<file path="config.mk">
export PLATFORM = sky130hd
export DESIGN_NAME = dmem_bus_if
export DESIGN_NICKNAME = d
export VERILOG_FILES = /design/src/rtl/cpu_mem_pkg.sv /design/src/rtl/store_lane_repl.sv /design/src/rtl/dmem_bus_if.sv
export SDC_FILE = /design/constraint.sdc
export NUM_CORES = 1
export LEC_CHECK = 0
export CAP_MARGIN = 0
export CORE_ASPECT_RATIO = 1.25
export CORE_MARGIN = 2
export CORE_UTILIZATION = 42
export CTS_CLUSTER_SIZE = 14
export DETAILED_ROUTE_END_ITERATION = 10
export GPL_TIMING_DRIVEN = 0
export PLACE_DENSITY_LB_ADDON = 0.2
export SLEW_MARGIN = 20
export SYNTH_ARGS = -nofsm -noshare
export SYNTH_HDL_FRONTEND = slang
export SYNTH_SLANG_ARGS = --single-unit
</file>
<file path="constraint.sdc">
create_clock -name clk -period 2.45 [get_ports clk]
set_input_delay 0.49 -clock clk [delete_from_list [all_inputs] [get_ports clk]]
set_output_delay 0.49 -clock clk [all_outputs]
set_load 0.005 [all_outputs]
</file>
<file path="src/rtl/cpu_mem_pkg.sv">
// Shared definitions for the data-memory bus adapter: FSM state codes,
// access-size encodings, byte-enable constants and the alignment rule.
package cpu_mem_pkg;

  typedef logic [1:0] state_t;

  localparam state_t ST_IDLE = 2'd0;
  localparam state_t ST_REQ  = 2'd1;
  localparam state_t ST_WAIT = 2'd2;
  localparam state_t ST_DONE = 2'd3;

  localparam logic [1:0] SZ_BYTE = 2'b00;
  localparam logic [1:0] SZ_HALF = 2'b01;
  localparam logic [1:0] SZ_WORD = 2'b10;

  localparam logic [3:0] BE_ALL  = 4'b1111;
  localparam logic [3:0] BE_NONE = 4'b0000;

  // Halves must sit on an even address, words on a multiple of four.
  function automatic logic is_misaligned(input logic [1:0] size,
                                         input logic [1:0] addr_lo);
    case (size)
      SZ_BYTE: return 1'b0;
      SZ_HALF: return addr_lo[0];
      SZ_WORD: return (addr_lo != 2'b00);
      default: return 1'b0;
    endcase
  endfunction

endpackage

</file>
<file path="src/rtl/store_lane_repl.sv">
// Replicates store data across all byte lanes so that whichever lanes
// the byte enables select already carry the correct bytes.
module store_lane_repl (
  input  logic [3:0]  mem_we,
  input  logic [31:0] mem_wdata,
  output logic [31:0] bus_wdata
);

  always_comb begin
    case (mem_we)
      4'b0001, 4'b0010, 4'b0100, 4'b1000: bus_wdata = {4{mem_wdata[7:0]}};
      4'b0011, 4'b1100:                   bus_wdata = {2{mem_wdata[15:0]}};
      default:                            bus_wdata = mem_wdata;
    endcase
  end

endmodule

</file>
<file path="src/rtl/dmem_bus_if.sv">
// Data-memory bus adapter: single-outstanding request/grant/response with
// timeout abort. Define MISALIGN_CHECK_EN to reject misaligned half/word accesses.
module dmem_bus_if
  import cpu_mem_pkg::*;
#(
  parameter int TIMEOUT_CYCLES = 255,
  parameter int TIMEOUT_W      = 8
) (
  input  logic        clk,
  input  logic        rst_n,
  input  logic        mem_valid,
  input  logic [3:0]  mem_we,
  input  logic [1:0]  mem_size,
  input  logic [31:0] mem_addr,
  input  logic [31:0] mem_wdata,
  output logic        stall,
  output logic        done,
  output logic [31:0] rdata,
  output logic        err,
  output logic        misalign,
  output logic        bus_req,
  output logic        bus_we,
  output logic [3:0]  bus_be,
  output logic [31:0] bus_addr,
  output logic [31:0] bus_wdata,
  input  logic        bus_gnt,
  input  logic        bus_rvalid,
  input  logic [31:0] bus_rdata
);

  state_t               state;
  logic [TIMEOUT_W-1:0] tcnt;
  logic [31:0]          repl_wdata;
  logic                 busy;
  logic                 timeout;
  logic                 bad_align;
  logic                 is_store;

  store_lane_repl u_store_lane_repl (
    .mem_we    (mem_we),
    .mem_wdata (mem_wdata),
    .bus_wdata (repl_wdata)
  );

  assign busy     = (state == ST_REQ) || (state == ST_WAIT);
  assign is_store = (mem_we != BE_NONE);
  // Fires on the last allowed busy cycle, so it overrides a gnt/rvalid seen in that same cycle.
  assign timeout  = busy && (tcnt == TIMEOUT_W'(TIMEOUT_CYCLES - 1));

`ifdef MISALIGN_CHECK_EN
  assign bad_align = is_misaligned(mem_size, mem_addr[1:0]);

  always_ff @(posedge clk or negedge rst_n) begin
    if (!rst_n) begin
      misalign <= 1'b0;
    end else begin
      misalign <= (state == ST_IDLE) && mem_valid && bad_align;
    end
  end
`else
  logic unused_align_bits;
  assign unused_align_bits = ^{mem_size, mem_addr[1:0]};
  assign bad_align         = 1'b0;
  assign misalign          = 1'b0;
`endif

  always_comb begin
    case (state)
      ST_IDLE:         stall = mem_valid;
      ST_REQ, ST_WAIT: stall = 1'b1;
      default:         stall = 1'b0;
    endcase
  end

  always_ff @(posedge clk or negedge rst_n) begin
    if (!rst_n) begin
      state     <= ST_IDLE;
      tcnt      <= '0;
      bus_req   <= 1'b0;
      bus_we    <= 1'b0;
      bus_be    <= BE_NONE;
      bus_addr  <= '0;
      bus_wdata <= '0;
      done      <= 1'b0;
      rdata     <= '0;
      err       <= 1'b0;
    end else begin
      done <= 1'b0;
      err  <= 1'b0;
      case (state)
        ST_IDLE: begin
          tcnt <= '0;
          if (mem_valid) begin
            if (bad_align) begin
              state <= ST_DONE;
              done  <= 1'b1;
            end else begin
              state     <= ST_REQ;
              bus_req   <= 1'b1;
              bus_we    <= is_store;
              bus_be    <= is_store ? mem_we : BE_ALL;
              bus_addr  <= {mem_addr[31:2], 2'b00};
              bus_wdata <= repl_wdata;
            end
          end
        end
        ST_REQ: begin
          tcnt <= tcnt + TIMEOUT_W'(1);
          if (timeout) begin
            state   <= ST_DONE;
            bus_req <= 1'b0;
            rdata   <= '0;
            err     <= 1'b1;
            done    <= 1'b1;
          end else if (bus_gnt) begin
            bus_req <= 1'b0;
            state   <= bus_we ? ST_DONE : ST_WAIT;
            done    <= bus_we;
          end
        end
        ST_WAIT: begin
          tcnt <= tcnt + TIMEOUT_W'(1);
          if (timeout) begin
            state <= ST_DONE;
            rdata <= '0;
            err   <= 1'b1;
            done  <= 1'b1;
          end else if (bus_rvalid) begin
            state <= ST_DONE;
            rdata <= bus_rdata;
            done  <= 1'b1;
          end
        end
        default: begin
          state <= ST_IDLE;
          tcnt  <= '0;
        end
      endcase
    end
  end

endmodule

</file>
==> impl_metrics.env, run 1 <==
export IMPL_fmax_ghz=0.436
export IMPL_die_area_um2=12100
export IMPL_yosys_area_top_type_share=0.594
export IMPL_grt_pass1_vias=4142
export IMPL_cts_buffers=9
export IMPL_arrival_ns=1.80
export IMPL_coreArea_um2=11000
export IMPL_synthFlopType="dfrtp_1"
export IMPL_hold_class="in2async"
export IMPL_fin_worst_skew_ns=0.00494
export IMPL_antennaDiodeCount=0
export IMPL_ant_nets=0
export IMPL_die_h_um=123
export IMPL_cts_sink_count=112
export IMPL_met3_length_um=907
export IMPL_route_vias_total=4066
export IMPL_drc=0
export IMPL_drt_iter0_markers=141
export IMPL_cts_tree="done"
export IMPL_grt_max_degree=81
export IMPL_syn_inst=438
export IMPL_routed_wl_mm=13.2
export IMPL_route_met2_wl_mm=6.64
export IMPL_crit_buf_inv=3
export IMPL_wirelength_met1_mm=5.42
export IMPL_worst_r2r_path_depth=7
export IMPL_dieWidth_um=98.8
export IMPL_critPathMaxFanout=19
export IMPL_ys_warn_count=0
export IMPL_r2r_setup_slack_ns=0.19
export IMPL_syn_area_um2=4720
export IMPL_cts_root_buffer="clkbuf_16"
export IMPL_h_tree_depth=3
export IMPL_r2r_end="rdata[30]$_DFFE_PN0P_"
export IMPL_ys_seq_area_frac=0.594
export IMPL_drive_above_1_share=0.0835
export IMPL_rsz0062_at_grt="no"
export IMPL_ys_async_sr_fraction=1.00
export IMPL_yosysTopAreaCell="dfrtp_1"
export IMPL_status="finished clean"
export IMPL_grt_ovfl_total=0
export IMPL_clk_pin_slew_ns=0.07
export IMPL_dp_hpwl_mm=10.1
export IMPL_synthTopCellsByArea="dfrtp_1 59%, nand2_1 11%, a22o_1 5.9%, o2bb2ai_1 1.9%, mux2i_1 1.7%"
export IMPL_highest_layer="met4"
export IMPL_path_cells="inv_1 > ha_2 > and2_4 > buf_12 > nor2_1 > nor2_1 > dlygate4sd2_1"
export IMPL_cp_depth=7
export IMPL_synth_most_common_cell="nand2_1"
export IMPL_maxCapViolations=0
export IMPL_critPathRequiredTime_ns=1.96
export IMPL_setup_violations_final=0
export IMPL_critPathTopFamily="buffers and inverters"
export IMPL_antenna_found_initial=0
export IMPL_slowest_delay_ns=0.41
export IMPL_r2r_start="state[1]$_DFFE_PN0P_"
export IMPL_setup_ws_ns=0.155
export IMPL_final_cell_area_um2=7270
export IMPL_final_nets=767
export IMPL_globalplace_congestion=0.802
export IMPL_crit_top_cell="nor2_1"
export IMPL_grt_pass1_wl_mm=21.0
export IMPL_fillers=876
export IMPL_initial_core_util=0.428
export IMPL_cts_buffer_depth=2
export IMPL_power_density_nw_per_um2=1120
export IMPL_hold_violations=0
export IMPL_fin_crit_ns=2.29
export IMPL_period_share=0.937
export IMPL_area_delta_synth_final_pct=54.0
export IMPL_firstDrtPassIters=4
export IMPL_yosysUniqueCellTypes=44
export IMPL_p_leak_nw=3.30
export IMPL_ir_worst_vdd_uv=546
export IMPL_rows=43
export IMPL_cp_end_kind="output port"
export IMPL_yosys_register_bits=112
export IMPL_crit_type="reg2out"
export IMPL_yosys_top_cells_count="133 x nand2_1, 112 x dfrtp_1, 32 x a22o_1, 15 x nor2_1, 14 x clkbuf_1"
export IMPL_wl_per_cell_um=16.6
export IMPL_cp_slowest_cell="dfrtp_1"
export IMPL_postPlaceCellArea_um2=6960
export IMPL_clock_latency_ns=0.34
export IMPL_ios=213
export IMPL_synth_edf_count=0
export IMPL_grtUsageTotal=0.218
export IMPL_postSynthAreaPerCell_um2=10.8
export IMPL_pre_cts_slack_ns=-0.983
export IMPL_port_buffer_count=203
export IMPL_via_per_inst=5.12
export IMPL_startpoint_type="flop"
export IMPL_drv_slew=0
-- through the flow --
stage / power [W] / utilization / hold slack [ns] / std cells / TNS [ns]
5_1_grt: 0.00868 / 0.659 / 0.0383 / 794 / 0
3_5_place_dp: 0.00673 / 0.631 / 0.400 / 779 / -1.02
2_1_floorplan: 0.00452 / - / 0.194 / 440 / 0
3_3_place_gp: 0.00662 / 0.628 / 0.455 / 778 / -379.86
6_report: 0.00812 / 0.659 / 0.0192 / 794 / 0
4_1_cts: 0.00823 / 0.659 / 0.0261 / 794 / 0
-- where the power goes --
group	switching (W)	internal, W
Combinational	0.00146	0.00215
Sequential	0.000443	0.00264
Clock	0.000646	0.000784
Total	0.00254	0.00558
-- cells in the final DEF, fill, tap and decap left out, types with 3 or more instances in the layout --
master | Yosys | layout
nor3_1 | 4 | 4
o2bb2ai_1 | 10 | 10
nand2_1 | 133 | 133
clkinv_2 | 0 | 5
or3_1 | 3 | 3
dfrtp_1 | 112 | 112
buf_4 | 3 | 5
clkbuf_16 | 0 | 9
nand3_1 | 3 | 3
xnor2_1 | 3 | 3
a221o_2 | 6 | 6
a21oi_1 | 3 | 3
o21ai_1 | 3 | 3
buf_1 | 4 | 3
o21ai_0 | 13 | 13
clkbuf_1 | 14 | 12
buf_6 | 4 | 5
conb_1 | 1 | 3
and2_1 | 6 | 5
a22o_1 | 32 | 32
clkdlybuf4s50_1 | 0 | 201
and3_2 | 8 | 8
buf_2 | 4 | 3
nor2b_1 | 4 | 4
ha_1 | 6 | 5
mux2i_1 | 8 | 8
a221oi_1 | 8 | 8
inv_1 | 5 | 5
nor2_1 | 15 | 15
-- registers in the layout (all words and copies together), names as in the netlist --
name / count
bus_wdata: 32
rdata: 32
bus_addr: 30
tcnt: 8
bus_be: 4
state: 2
bus_req: 1
bus_we: 1
done: 1
err: 1
-- routing by layer --
layer,global-route usage,vias to the layer above
met3,0.0564,13
met5,0,-
met2,0.373,143
li1,-,1931
met4,0.0745,0
met1,0.268,1979
-- how the worst max path moves through the flow --
stage                               from                       end  slack (ns)
CTS                 state[1]$_DFFE_PN0P_                     stall         0.1
finish              state[1]$_DFFE_PN0P_                     stall        0.16
global route        state[1]$_DFFE_PN0P_     rdata[30]$_DFFE_PN0P_       0.009
detailed placement             mem_valid                     stall       -0.98
floorplan           state[0]$_DFFE_PN0P_                     stall        0.38
global placement                   rst_n  bus_addr[28]$_DFFE_PN0P_       -3.39
-- final cells by class --
cell class              instances  area (µm²)  share of cell area
clock buffers                   9         225              0.0310
clock inverters                 7        62.6             0.00861
plain buffers                  26         159              0.0219
repair buffers                206        2070               0.286
flip-flops and latches        112        2800               0.386
multi-input cells             294        1750               0.241
well taps                     135         169              0.0232
inverters                       5        18.8             0.00258
-- repair_timing --
item / in CTS / in global routing
endpoints found under the setup margin: 1 / 0
resized for setup: 8 / 0
buffers inserted: 2 / 0
hold buffers: 0 / 0
-- logic make-up after synthesis --
logic type | share of synthesized area
and+or+nand+nor | 0.173
DFF | 0.594
AOI/OAI and AO/OA | 0.147
buffers and inverters | 0.0369
muxes | 0.0194
adders and majority gates | 0.0159
xor gates and xnor gates | 0.0127
other | 0.000795
No activity file was read; power rests on OpenSTA's default activity.
==> run 2: changes to the inputs <==
Settings changed: CORE_UTILIZATION 42 to 45.
Clock period 2.45 ns to 2.7 ns, I/O delays scaled along.
==> run 2 against run 1 <==
  * Total power decreased by 8.6%
  * Clock power fell by 9.8%
  * Largest power group unchanged
  * Sequential cell count unchanged
  * Critical path type unchanged
  * Routed wire length is 0.42% lower
  * Cell area is 0.21% higher
  * Sequential share of layout area down 0.080 points
  * Register-to-register slack gained 0.39 ns
  * Critical endpoint unchanged
  * Setup slack worse by 0.017 ns
==> impl_metrics.env, run 2 (synthesis results as in run 1) <==
export IMPL_dieWidth_um=95.6
export IMPL_status="finished clean"
export IMPL_postPlaceCellArea_um2=6950
export IMPL_ios=213
export IMPL_power_switching_w=0.00237
export IMPL_drt_iter0_markers=109
export IMPL_grt_ovfl_total=0
export IMPL_coreArea_um2=10200
export IMPL_swShare=0.319
export IMPL_period_share=0.949
export IMPL_p_leak_nw=3.30
export IMPL_grt_max_degree=60
export IMPL_largestRegisters="bus_wdata: 32 flops, rdata: 32 flops, bus_addr: 30 flops"
export IMPL_critPathRequiredTime_ns=2.16
export IMPL_grt_pass1_wl_mm=20.9
export IMPL_cts_sink_count=112
export IMPL_clock_latency_ns=0.35
export IMPL_route_vias_total=4075
export IMPL_r2r_setup_slack_ns=0.58
export IMPL_clk_pin_slew_ns=0.07
export IMPL_ir_worst_vdd_uv=531
export IMPL_worst_r2r_path_depth=7
export IMPL_wl_per_cell_um=16.6
export IMPL_h_tree_depth=3
export IMPL_fin_crit_ns=2.56
export IMPL_die_area_um2=11300
export IMPL_routed_wl_mm=13.1
export IMPL_fillers=756
export IMPL_combPwrFrac=0.450
export IMPL_antennaDiodeCount=0
export IMPL_arrival_ns=2.02
export IMPL_cts_root_buffer="clkbuf_16"
export IMPL_rsz0062_at_grt="no"
export IMPL_power_density_nw_per_um2=1020
export IMPL_cp_end_kind="output port"
export IMPL_final_setup_tns_ns=0
export IMPL_via_per_inst=5.16
export IMPL_maxCapViolations=0
export IMPL_grt_pass1_vias=4193
export IMPL_seqPwrFrac=0.376
export IMPL_rows=41
export IMPL_crit_type="reg2out"
export IMPL_hold_violations=0
export IMPL_intPower_w=0.00505
export IMPL_die_h_um=118
export IMPL_cts_buffer_depth=2
export IMPL_area_delta_synth_final_pct=54.3
export IMPL_dp_hpwl_mm=10.1
export IMPL_fmax_ghz=0.390
export IMPL_ant_nets=0
export IMPL_fin_worst_skew_ns=0.00700
export IMPL_multiInputGateArea_um2=1760
export IMPL_cts_buffers=9
export IMPL_grtUsageTotal=0.236
export IMPL_post_route_util=0.717
export IMPL_critPathMaxFanout=19
export IMPL_hold_slack_ns=0.128
export IMPL_globalplace_congestion=0.814
export IMPL_final_cell_mix="202 x clkdlybuf4s50_1, 133 x nand2_1, 112 x dfrtp_1"
export IMPL_antenna_found_initial=0
export IMPL_drv_slew=0
export IMPL_layout_cells_most_common="clkdlybuf4s50_1"
export IMPL_cts_tree="done"
export IMPL_drive_above_1_share=0.0864
export IMPL_startpoint_type="flop"
export IMPL_power_frac_clock=0.174
export IMPL_final_nets=768
export IMPL_setup_violations_final=0
export IMPL_ff_latch_area_um2=2800
export IMPL_hold_class="in2async"
export IMPL_hold_buffers=0
export IMPL_firstDrtPassIters=4
export IMPL_final_cell_area_um2=7280
export IMPL_initial_core_util=0.465
export IMPL_drc=0
export IMPL_port_buffer_count=203
run 2: worst max-delay path: stages, from the launching register on:
cell,delay (ns)
dfrtp_1,0.41
inv_1,0.12
ha_4,0.16
and2_4,0.17
buf_12,0.15
nor2_1,0.06
nor2_1,0.09
clkdlybuf4s50_1,0.51
run 2: layer usage:
layer	track usage	share of wire
met1	0.280	0.38
met2	0.389	0.49
met3	0.0688	0.091
met4	0.105	0.031
met5	0	0
run 2: path summary, 6_finish.rpt:
kind,startpoint,endpoint
max,state[1]$_DFFE_PN0P_,stall
min,rst_n,rdata[14]$_DFFE_PN0P_
max reg2reg,state[1]$_DFFE_PN0P_,rdata[7]$_DFFE_PN0P_
min reg2reg,bus_be[2]$_DFFE_PN0P_,bus_be[2]$_DFFE_PN0P_
max in group asynchronous,rst_n,bus_addr[7]$_DFFE_PN0P_
min in group clk,bus_be[2]$_DFFE_PN0P_,bus_be[2]$_DFFE_PN0P_
run 2: metrics by stage:
step	setup slack (ns)	power [W]	std cells
CTS	0.0404	0.00747	787
global route	0.00215	0.00793	789
detailed placement	-0.838	0.00611	773
finish	0.138	0.00742	789
global placement	-3.13	0.00599	772
floorplan	0.578	0.00410	440
run 2: final cells by class:
cell class                 instances  share of cell area
buffer                            26              0.0218
clock buffer                      10              0.0328
clock inverter                     6             0.00722
inverter                           5             0.00258
multi-input combinational        294               0.242
sequential                       112               0.385
tap                              129              0.0222
timing repair buffer             207               0.286
run 2: repair_timing:
action,in CTS,in global routing
gates resized for setup,7,2
pin swaps,1,0
buffers inserted,1,2
endpoints found under the hold margin,0,0
setup endpoints to repair,1,1
run 2: power groups by stage:
stage | Sequential (W) | Combinational [W] | Clock, W
2_1_floorplan | 0.00285 | 0.00125 | 0
3_3_place_gp | 0.00280 | 0.00320 | 0
3_5_place_dp | 0.00283 | 0.00329 | 0
4_1_cts | 0.00280 | 0.00334 | 0.00133
5_1_grt | 0.00287 | 0.00367 | 0.00139
6_report | 0.00279 | 0.00334 | 0.00129
